### src/rtl/input_checker_button_debouncer.sv
// Two-flop synchroniser plus stability counter for a 4-bit button vector.
module button_debouncer #(
    parameter int unsigned DEBOUNCE_CYC = 20 * 50_000
) (
    input  logic       clk_i,
    input  logic       rst_i,
    input  logic [3:0] btn_i,
    output logic [3:0] db_o
);

    localparam int unsigned CW = $clog2(DEBOUNCE_CYC + 1);

    logic [3:0]    sync1_q, sync2_q;
    logic [3:0]    db_q, db_d;
    logic [CW-1:0] cnt_q, cnt_d;

    // Synchroniser, debounced vector and stability counter registers.
    always_ff @(posedge clk_i or posedge rst_i) begin
        if (rst_i) begin
            sync1_q <= '0;
            sync2_q <= '0;
            db_q    <= '0;
            cnt_q   <= '0;
        end else begin
            sync1_q <= btn_i;
            sync2_q <= sync1_q;
            db_q    <= db_d;
            cnt_q   <= cnt_d;
        end
    end

    // Count while the synchronised value differs from db; any return to db restarts the count.
    always_comb begin
        db_d  = db_q;
        cnt_d = '0;
        if (sync2_q != db_q) begin
            if (cnt_q == CW'(DEBOUNCE_CYC - 1)) db_d = sync2_q;
            else                                cnt_d = cnt_q + CW'(1);
        end
    end

    assign db_o = db_q;

endmodule

### config.mk
export PLATFORM = sky130hd
export DESIGN_NAME = button_debouncer
export DESIGN_NICKNAME = d
export VERILOG_FILES = /design/src/rtl/input_checker_button_debouncer.sv
export SDC_FILE = /design/constraint.sdc
export NUM_CORES = 1
export LEC_CHECK = 0
export CORE_MARGIN = 3
export CORE_UTILIZATION = 56
export DETAILED_ROUTE_END_ITERATION = 10
export PLACE_DENSITY = 0.77
export SLEW_MARGIN = 20
export SYNTH_ARGS = -nofsm -noshare
export SYNTH_HDL_FRONTEND = slang
export SYNTH_SLANG_ARGS = --single-unit
### constraint.sdc
create_clock -name clk_i -period 2.7 [get_ports clk_i]
set_clock_uncertainty 0.05 [all_clocks]
set_input_delay 0.675 -clock clk_i [delete_from_list [all_inputs] [get_ports clk_i]]
set_output_delay 0.675 -clock clk_i [all_outputs]
set_load 0.02 [all_outputs]
Word level (Yosys, flattened, before mapping)
Index checks and enable logic that the tools add are counted.
{"block": "word_totals", "register_bits": 32, "elab_cells": 10}
{"block": "classes", "add_sub_neg": 1, "n_eq_ne": 2, "mux": 2, "reduce_logical": 1}
{"operator": "$mux W20", "n": 2}
{"operator": "$add A20 B1 Y20 const B", "n": 1}
{"operator": "$eq A20 B20 Y1 const B", "n": 1}
{"operator": "$ne A4 B4 Y1", "n": 1}
{"operator": "$reduce_and A2 Y1", "n": 1}

Longest topological paths before layout
{"block": "logic_depth", "word_depth": 3, "mapped_depth": 6}

Least setup slack after synthesis
No wires, ideal clock.
{"block": "synth_path", "kind": "register to register", "start": "reg cnt_q[11]", "end": "reg db_q[0] (netlist: db_o[0])", "setup_ps": 125, "arrival_ps": 1994, "setup_slack_ps": 531, "path_stages_with_launch": 5, "synth_period_minus_slack_ps": 2169, "path_cell_list": "dfrtp_1 > or4_1 > or4_4 > nor3b_4 > mux2_2"}
{"block": "synth_via", "elab_chain_cells": 2}
{"element": "from (decl)", "line": "15", "rtl": "logic [CW-1:0] cnt_q, cnt_d;"}
{"element": "from (signal assigned)", "line": "28", "rtl": "cnt_q <= cnt_d;"}
{"element": "$eq A20 B20 Y1", "line": "37", "rtl": "if (cnt_q == CW'(DEBOUNCE_CYC - 1)) db_d = sync2_q;"}
{"element": "$reduce_and A2 Y1 (no source line)"}
{"element": "to (signal assigned)", "line": "22", "rtl": "db_q <= '0;"}
{"element": "to (signal assigned)", "line": "27", "rtl": "db_q <= db_d;"}
{"element": "to (decl)", "line": "14", "rtl": "logic [3:0] db_q, db_d;"}
No other way between the ends.
A chain may end at the register's enable or synchronous reset.

Worst setup path after layout
{"block": "layout_path", "start": "reg cnt_q[11]", "end": "reg db_q[2] (netlist: db_o[2])"}
The elaborated chain is that of the path after synthesis.

==> out/metrics.yaml <==
maxCapViolations: 0
worstSetupStartpointType: "flop"
hp-class: "reg2reg"
hold_buffers: 0
ys_top_cells_by_count: "32 x dfrtp_1, 19 x nor2_1, 17 x xnor2_1"
fp.dieW_um: 56.0
yosysWarnings: 0
required_ns: 2.88
routabilityCongestion: 0.839
first_pass_iters: 8
root_buffer: "clkbuf_4"
clk_latency_ns: 0.34
die_area_um2: 3140
cts.sinks: 32
post-route-period-util: 0.845
leakagePower_nw: 0.671
detail-route-antenna-nets: 0
cts_tree: "built"
yosysSeqAreaShare: 0.571
fillers: 176
portBuffers: 9
rows: 17
slew_violations: 0
path_delay_family: "simple AND/OR/NAND/NOR gates"
worstMarginPinSlew_ns: 0.383
rsz0062_at_grt: "false"
critPathMaxStageDelay_ns: 0.52
grt_max_degree: 33
hold_violations: 0
avgViaCountPerCell: 5.63
synth_edf_count: 0
cts_setup_buffers: 0
grt_use_total: 0.191
run_status: "finished clean"
routedWlPerCell_um: 14.6
pre_cts_ws_ns: 0.416
vias: 969
r2r_cells: 4
numCtsBuffers: 5
io_pins: 10
wl_um: 2520
fin_crit_ns: 2.28
antenna_found_initial: 0
design_area_um2: 1620
drc: 0
gr-total-overflow: 0
worst_path_max_delay_cell: "or4_1"
fin_nets: 150
drive_gt1_frac: 0.118
core_um2: 2300
tns_ns: 0
min_path_cells: 0
max_freq_mhz: 438
setup_slack_ns: 0.417
yosys.area.top_type: "dfrtp_1"
synthArstFlopShare: 1.00
syn_to_final_growth_pct: 15.5
rr_endpoint: "db_o[2]"
grt_pass1_wl_um: 4460
drtIter0Drc: 24
relSlewSlack: 0.745
clk_pin_slew_worst_paths_ns: 0.10
synth_top_area_frac: 0.571
final_core_util: 0.705
synthTopCellsByArea: "dfrtp_1 57%, xnor2_1 11%, nor2_1 5.1%, mux2_2 3.2%, nand3_1 2.5%"
cp-end-kind: "flop"
synth.distinct_cells: 24
synth_nets: 133
setup_viol_count_final: 0
min-delay-start: "sync1_q[3]"
power_density_nw_per_um2: 649
worstReg2RegStart: "cnt_q[11]"
placed_cell_area_um2: 1540
worst-path-buf-inv: 0
synth.most_common_cell: "dfrtp_1"
htree_levels: 2
reg2reg_slack_ns: 0.42
cts.path.max_buffers: 2
die_height_um: 56.0
place_hpwl_um: 1680
cts_resized: 0
synth_top_flop_cell: "dfrtp_1"
vdd_drop_max_v: 0.000542
syn_area_per_cell_um2: 11.1
syn-cell-area_um2: 1400
holdPathEnd: "sync2_q[3]"
synth-seq-cells: 32
initial_core_util: 0.610
diodes: 0
grt_pass1_vias: 941
synth_cells: 126
path_cells: "or4_1 -> or4_4 -> nor3b_4 -> mux2_2"
arrival_ns: 2.47
crit_type: "reg2reg"
crit_fanout: 5
[worst max-delay path by stage]
stage               slack (ns)  depth (start not counted)       from       to
floorplan                 0.53                          4  cnt_q[11]  db_o[0]
global placement          0.48                          4  cnt_q[11]  db_o[1]
detailed placement        0.42                          4  cnt_q[11]  db_o[2]
CTS                       0.41                          4  cnt_q[11]  db_o[2]
global route              0.36                          4  cnt_q[11]  db_o[2]
finish                    0.42                          4  cnt_q[11]  db_o[2]
[cells in the final DEF, fill, tap and decap left out, types with 5 or more instances in the layout]
master / instances
nand4_1: 5
clkbuf_4: 5
nand3_1: 7
dfrtp_1: 32
xnor2_1: 17
nor2_1: 19
inv_1: 7
clkdlybuf4s50_1: 9
nor4_1: 5
[cell families (layout without fill, tap and decap cells)]
group	after synthesis	count (layout)	synth area share
xor+xnor	19	19	0.119
fa+ha+maj	1	1	0.00893
flops	32	32	0.571
mux	4	4	0.0321
compound gates	7	7	0.0303
simple gates	54	54	0.213
buf+inv	9	27	0.0259
[per-layer routing]
metal | GRT usage | wire, µm | part of all wire
met3 | 0.0650 | 169 | 0.067
met2 | 0.270 | 1190 | 0.47
met4 | 0.108 | 72 | 0.029
met5 | 0 | 0 | 0
met1 | 0.254 | 1080 | 0.43
[flip-flops by register name (all words and copies together), names as in the netlist]
| name | flops |
|---|---|
| cnt_q | 20 |
| sync2_q | 4 |
| db_o | 4 |
| sync1_q | 4 |
[power breakdown]
group | switching (W) | total [W] | internal, W
clock network | 0.000171 | 0.000364 | 0.000193
registers | 0.0000517 | 0.000576 | 0.000525
logic | 0.0000565 | 0.000110 | 0.0000538
[cell type report]
| class | instances | area (µm²) | share of cell area |
|---|---|---|---|
| multi-input cells | 85 | 564 | 0.349 |
| clock buffers | 5 | 37.5 | 0.0232 |
| clock inverters | 3 | 42.5 | 0.0263 |
| well taps | 28 | 35.0 | 0.0216 |
| flip-flops and latches | 32 | 801 | 0.495 |
| inverters | 7 | 26.3 | 0.0162 |
| repair buffers | 12 | 113 | 0.0696 |
[stage by stage]
stage / total power, W / hold slack [ns] / cells
2_1_floorplan: 0.000659 / 0.281 / 126
3_3_place_gp: 0.000685 / 0.282 / 164
3_5_place_dp: 0.000694 / 0.289 / 164
4_1_cts: 0.00106 / 0.313 / 172
5_1_grt: 0.00110 / 0.324 / 172
6_report: 0.00105 / 0.309 / 172
(Power assumes the default switching activity.)
